===== src/rtl/load_pipe_chk_pkg.sv =====
// Shared types and constants for the load_pipe_chk checker.
// Pure definitions: no latency and no backpressure.
package load_pipe_chk_pkg;

  typedef enum int {
    MODE_FREE = 1,
    MODE_LOAD = 2
  } mode_e;

  localparam int DEF_WIDTH = 16;
  localparam int DEF_DEPTH = 1;

  function automatic logic [31:0] cnt_sat(input int w);
    return (w >= 32) ? 32'hFFFF_FFFF : ((32'd1 << w) - 32'd1);
  endfunction

endpackage


===== src/rtl/load_pipe_chan.sv =====
// One checker channel: DEPTH-stage expected-value pipeline, comparator and saturating counter.
// Latency: d -> exp_q in DEPTH cycles, mismatch one cycle after the compare; no backpressure.
module load_pipe_chan
  import load_pipe_chk_pkg::*;
#(
  parameter int WIDTH     = DEF_WIDTH,
  parameter int DEPTH     = DEF_DEPTH,
  parameter int MODE      = MODE_FREE,
  parameter int ERR_CNT_W = 8
) (
  input  logic                 clk,
  input  logic                 reset_n,
  input  logic                 load,
  input  logic [WIDTH-1:0]     d,
  input  logic [WIDTH-1:0]     dut_q,
  input  logic                 err_clr,
  output logic [WIDTH-1:0]     exp_q,
  output logic                 exp_vld,
  output logic                 mismatch,
  output logic                 hit,
  output logic [ERR_CNT_W-1:0] err_cnt
);

  localparam logic [ERR_CNT_W-1:0] SAT = ERR_CNT_W'(cnt_sat(ERR_CNT_W));

  logic [WIDTH-1:0] stg_dat [DEPTH];
  logic [DEPTH-1:0] stg_vld;
  logic             cap;

  // Free-running mode captures every cycle; load mode holds data between strobes.
  assign cap = (MODE == MODE_LOAD) ? load : 1'b1;

  always_ff @(posedge clk or negedge reset_n) begin
    if (!reset_n) begin
      for (int i = 0; i < DEPTH; i++) stg_dat[i] <= '0;
      stg_vld <= '0;
    end else begin
      if (cap) stg_dat[0] <= d;
      stg_vld[0] <= cap;
      for (int i = 1; i < DEPTH; i++) begin
        stg_dat[i] <= stg_dat[i-1];
        stg_vld[i] <= stg_vld[i-1];
      end
    end
  end

  assign exp_q   = stg_dat[DEPTH-1];
  assign exp_vld = stg_vld[DEPTH-1];

  // Case inequality so an X/Z on the DUT output is reported, not masked.
  assign hit = exp_vld && (dut_q !== exp_q);

  always_ff @(posedge clk or negedge reset_n) begin
    if (!reset_n) begin
      mismatch <= 1'b0;
      err_cnt  <= '0;
    end else begin
      mismatch <= hit;
      if (err_clr)
        err_cnt <= hit ? ERR_CNT_W'(1) : '0;
      else if (hit && (err_cnt != SAT))
        err_cnt <= err_cnt + ERR_CNT_W'(1);
    end
  end

endmodule


===== config.mk =====
export PLATFORM = sky130hd
export DESIGN_NAME = load_pipe_chan
export DESIGN_NICKNAME = d
export VERILOG_FILES = /design/src/rtl/load_pipe_chk_pkg.sv /design/src/rtl/load_pipe_chan.sv
export SDC_FILE = /design/constraint.sdc
export NUM_CORES = 1
export LEC_CHECK = 0
export BUFFER_PORTS_ARGS = -buffer_cell sky130_fd_sc_hd__clkbuf_2
export CAP_MARGIN = 20
export CORE_UTILIZATION = 40
export DETAILED_ROUTE_END_ITERATION = 8
export PLACE_DENSITY = 0.74
export SETUP_SLACK_MARGIN = 0.02
export SKIP_LAST_GASP = 1
export SLEW_MARGIN = 20
export SYNTH_ARGS = -nofsm -noshare
export SYNTH_HDL_FRONTEND = slang
export SYNTH_SLANG_ARGS = --single-unit

===== constraint.sdc =====
create_clock -name clk -period 5.1 [get_ports clk]
set_input_delay 0.255 -clock clk [delete_from_list [all_inputs] [get_ports clk]]
set_output_delay 0.255 -clock clk [all_outputs]
set_load 0.01 [all_outputs]

# After elaboration in Yosys (flattened, before gate mapping)
# Index checks and enable logic that the tools add are counted.
# Widths: inputs -> output; s select.
# word_totals
romBits	0
memories	0
out_inout_bits	27
regBits	26
in_bits	36
latch_bits	0
ramBits	0
# classes
reduce_logical	3
n_bitwise	0
mul	0
muxes	3
shift	0
eq_ne	2
addsub	1
n_div	0
order_cmp	0
# op_table
op	n
$mux 8	2
$nex 16x16->1	1
$add 8x1->8 const B	1
$ne 8x8->1 const B	1
$logic_and 1x1->1	2
$reduce_bool 2->1	1
$mux 1	1

# Depth between registers and ports, before layout
# depth
word_depth	5
mapped_depth	6
mapped_depth_nobuf	5

# Least setup slack after synthesis
# Ideal clock, no wire load.
# synth_timing
path_kind	register to register
from	register stg_dat, in the netlist exp_q[5]
to	register err_cnt[3]
stages_incl_launch_ff	6
path_slack_ns	3.426
setup_time_ns	0.125
arrival_ns	1.549
synth_period_minus_slack_ns	1.674
path_cell_list	dfrtp_1 -> xnor2_1 -> nand4_1 -> nor4_2 -> and4bb_1 -> mux2_4
# synth_between
elab_chain_cells	4
# synth_lines
item	line_no	rtl
start: declaration	load_pipe_chan.sv:26	logic [WIDTH-1:0] stg_dat [DEPTH];
start signal: indexed assignment	load_pipe_chan.sv:41	stg_dat[i] <= stg_dat[i-1];
$nex 16x16->1	load_pipe_chan.sv:51	assign hit = exp_vld && (dut_q !== exp_q);
$logic_and 1x1->1	load_pipe_chan.sv:51	
$logic_and 1x1->1	load_pipe_chan.sv:61	else if (hit && (err_cnt != SAT))
$reduce_bool 2->1 (no line)	-	
end signal: assignment	load_pipe_chan.sv:60	err_cnt <= hit ? ERR_CNT_W'(1) : '0;
end signal: assignment	load_pipe_chan.sv:62	err_cnt <= err_cnt + ERR_CNT_W'(1);
end: declaration	load_pipe_chan.sv:21	output logic [ERR_CNT_W-1:0] err_cnt
# No other way between the ends.
# A chain may end at the register's enable or synchronous reset.

# Worst setup path after layout
# layout_timing
from	register stg_dat, in the netlist exp_q[5]
to	output port hit
# layout_between
elab_chain_cells	2
# layout_lines
item	line_no	rtl
$nex 16x16->1	load_pipe_chan.sv:51	
$logic_and 1x1->1	load_pipe_chan.sv:51	
end: declaration	load_pipe_chan.sv:20	output logic hit,
# No other way between the ends.

==> key figures <==
Detailed routing
  – WL met1: 860 um
  – Mean number of vias per cell: 4.951
  – 1st-iter DRT viols: 7
  – DRT antenna net count: 0
  – DR vias: 911
  – Highest metal used: met4
  – Met2 Wirelength: 1256 um
  – DRC Markers: 0
  – First-pass detailed-route iteration total: 3
  – Final Routed Wirelength: 2232 um
  – Met3 wire length: 99 um
  – Routed len/inst: 12.13 um

Global routing
  – Maximum number of pins on one net before global-route repair: 27
  – First-pass GRT wire length: around 3400 um
  – Global Route Usage Sum: 0.1627
  – Initial antenna violation count: 0
  – Remaining Overflow, GRT: 0
  – Vias in the first global route: 814

Timing
  – Min Hold Slack: 0.03245 ns
  – RSZ-0062 raised after global routing: no
  – Final worst-path cycle share: 0.4943
  – Setup WS post-layout: 2.579 ns
  – Final min period: about 2.5 ns
  – Slew Viols, Final: 0
  – Slew @ Worst Pin: slightly above 1 ns
  – Setup-failing EPs final: 0
  – Setup TNS: 0 ns
  – Clock skew: 0.001688 ns
  – Fmax: 396.7 MHz
  – Max-slew headroom: 0.3217
  – Final hold vios: 0

Logic synthesis
  – Yosys reg bits: 26
  – Most common flop cell mapped by yosys: dfrtp_1
  – Post-Syn Nets: roughly 130
  – Synthesized cell area: 1101 um2
  – Cells after synthesis: 90
  – Syn_area_per_cell: 12.23 um2
  – Yosys warning count: 0
  – Async SR Flop Fraction: 1.000
  – Post-synthesis cell type count: 25
  – EDFF count, synth: 0
  – Seq/Total Area, Yosys: 0.5909

Place
  – Post-Place Worst Slack: roughly 2.8 ns
  – IO Port Bufs: 61
  – DP Wirelength: 1825 um
  – Routability congestion estimate from global placement: between 0.7 and 0.8
  – Placed cell area: 1435 um2

Power
  – Sw Pwr: 94.98 uW
  – Clock share of power: 0.333
  – P per Cell Area: 280.3 nW/um2
  – Sequential power share: 0.534
  – Max IR drop VDD: 0.0002241 V
  – Internal power: 324.8 uW
  – Pleak: 0.0007233 uW
  – Switching share of power: 0.2263
  – Combinational group share of total power: 0.133

Final layout
  – # fillers: between 200 and 250
  – Area Growth Syn to Fin: 36.02%
  – Final Net Count: ~190
  – Fraction of layout cells with a size suffix above 1: 0.4351
  – Post-route cell area: about 1500 um2
  – ANT cells: 0
  – Register area: 650.6 um2
  – Multi-input logic area: 441.7 um2
  – Final Util: 0.5885

Clock tree
  – CTS clk-pin slew, worst paths: ~0.14 ns
  – Clock root cell: clkbuf_4
  – Clock buffer count from CTS: 3
  – CTS Sinks: 26
  – # Post-CTS Setup Buffers: 0
  – H-tree depth: 1
  – CTS Buffer Depth: 2
  – TritonCTS clock tree: yes
  – CTS resizes: 0
  – Clk Latency, worst-skew pair: roughly 0.31 ns

Setup path
  – Critical Path End Type: output port
  – CP startpoint kind: flip-flop
  – CP arrival: 2.27 ns
  – WS Path Type: flip-flop to output port
  – Worst Path Required: 4.85 ns
  – Critical path peak fanout: 14

Floorplanning
  – Starting density of the core: 0.4326
  – Die Span Y: 54.47 um
  – Core area: 2545 um2
  – Ports: between 60 and 70
  – Full die area: about 3000 um2
  – Die width: 54.47 um
  – Core Rows: 18

Flow run
  – Max_cap viols: 0

Run status
  – Status: finished clean

Hold path
  – Tightest Hold Check Type: primary input to flip-flop
[cell usage in the layout, fill, tap and decap left out, drive strengths merged, types with 3 or more instances in the layout]
cell / instances
nand2: 4
xnor2: 16
a21oi: 5
dfrtp: 26
clkbuf: 64
nand4: 6
nand3: 3
o21ai: 3
or4: 3
nand2b: 4
[power groups by stage]
stage / clock (uW) / sequential [uW] / combinational [uW]
floorplan: 0 / 232 / 21.1
finish: 140 / 224 / 55.9
global route: 153 / 225 / 63.1
global placement: 0 / 227 / 55.3
CTS: 146 / 224 / 57.4
detailed placement: 0 / 228 / 56.6
[routing by layer]
metal	global-route usage	up-vias
met2	0.2785	20
met1	0.2011	443
li1	-	446
met3	0.03889	2
met4	0.05128	0
met5	0	-
[state kept, by name, indices dropped and copies added, names as in the netlist]
name	flops
mismatch	1
exp_q	16
exp_vld	1
err_cnt	8
[kinds of logic after synthesis]
group,count (synthesis),share of synthesized area
adder cells (fa/ha/maj),1,0.01136
AO/OA/AOI/OAI,12,0.06477
flip-flops,26,0.5909
XOR/XNOR,16,0.1273
AND/OR/NAND/NOR,30,0.1716
multiplexers,2,0.02272
buffers and inverters,2,0.007947
other,1,0.003406
[Yosys cell counts, types with 2 or more instances]
cell type | count | share of area
dfrtp_1 | 26 | 0.59
o31ai_1 | 2 | 0.014
nand4_1 | 6 | 0.034
nor2_1 | 2 | 0.0068
xnor2_1 | 16 | 0.13
nand2b_1 | 4 | 0.023
or4_1 | 3 | 0.020
a21oi_1 | 5 | 0.023
nand3_1 | 3 | 0.014
o21ai_0 | 3 | 0.014
nor2b_1 | 2 | 0.011
or3_1 | 2 | 0.011
nand2_1 | 4 | 0.014
[through the flow]
| step | total power, uW | std cells |
|---|---|---|
| after floorplan | 253.1 | 90 |
| after global routing | 441.3 | 184 |
| after global placement | 282.6 | 179 |
| final | 419.7 | 184 |
| after CTS | 427.1 | 184 |
| after detailed placement | 284.6 | 179 |
[worst paths after layout]
check | start | endpoint | slack [ns] | cells past startpoint
min in group asynchronous | reset_n | err_cnt[7] | 0.45 | 2
worst max-delay path | exp_q[5] | hit | 2.58 | 5
worst max register to register | exp_q[5] | err_cnt[3] | 2.81 | 5
worst min-delay path | d[6] | exp_q[6] | 0.03 | 1
worst min register to register | err_cnt[7] | err_cnt[7] | 0.58 | 2
max in group asynchronous | reset_n | exp_q[6] | 4.25 | 2
[cell type report]
cell class                 count  share of cell area
sequential                    26              0.4344
clock buffer                   3             0.01504
tap                           30             0.02506
timing repair buffer          62              0.2105
clock inverter                 1             0.02005
multi-input combinational     62              0.2949
[critical path, stage by stage, from the launching register on]
cell and delay (ns):
dfrtp_1 0.41, xnor2_1 0.15, nand4_1 0.14, nor4_2 0.90
nor2b_1 0.16, clkbuf_2 0.18
[repair_timing]
action                     CTS  global route
hold buffers                 1             0
hold endpoints to repair    26             0
setup endpoints to repair    0             0
(Power assumes the default switching activity.)
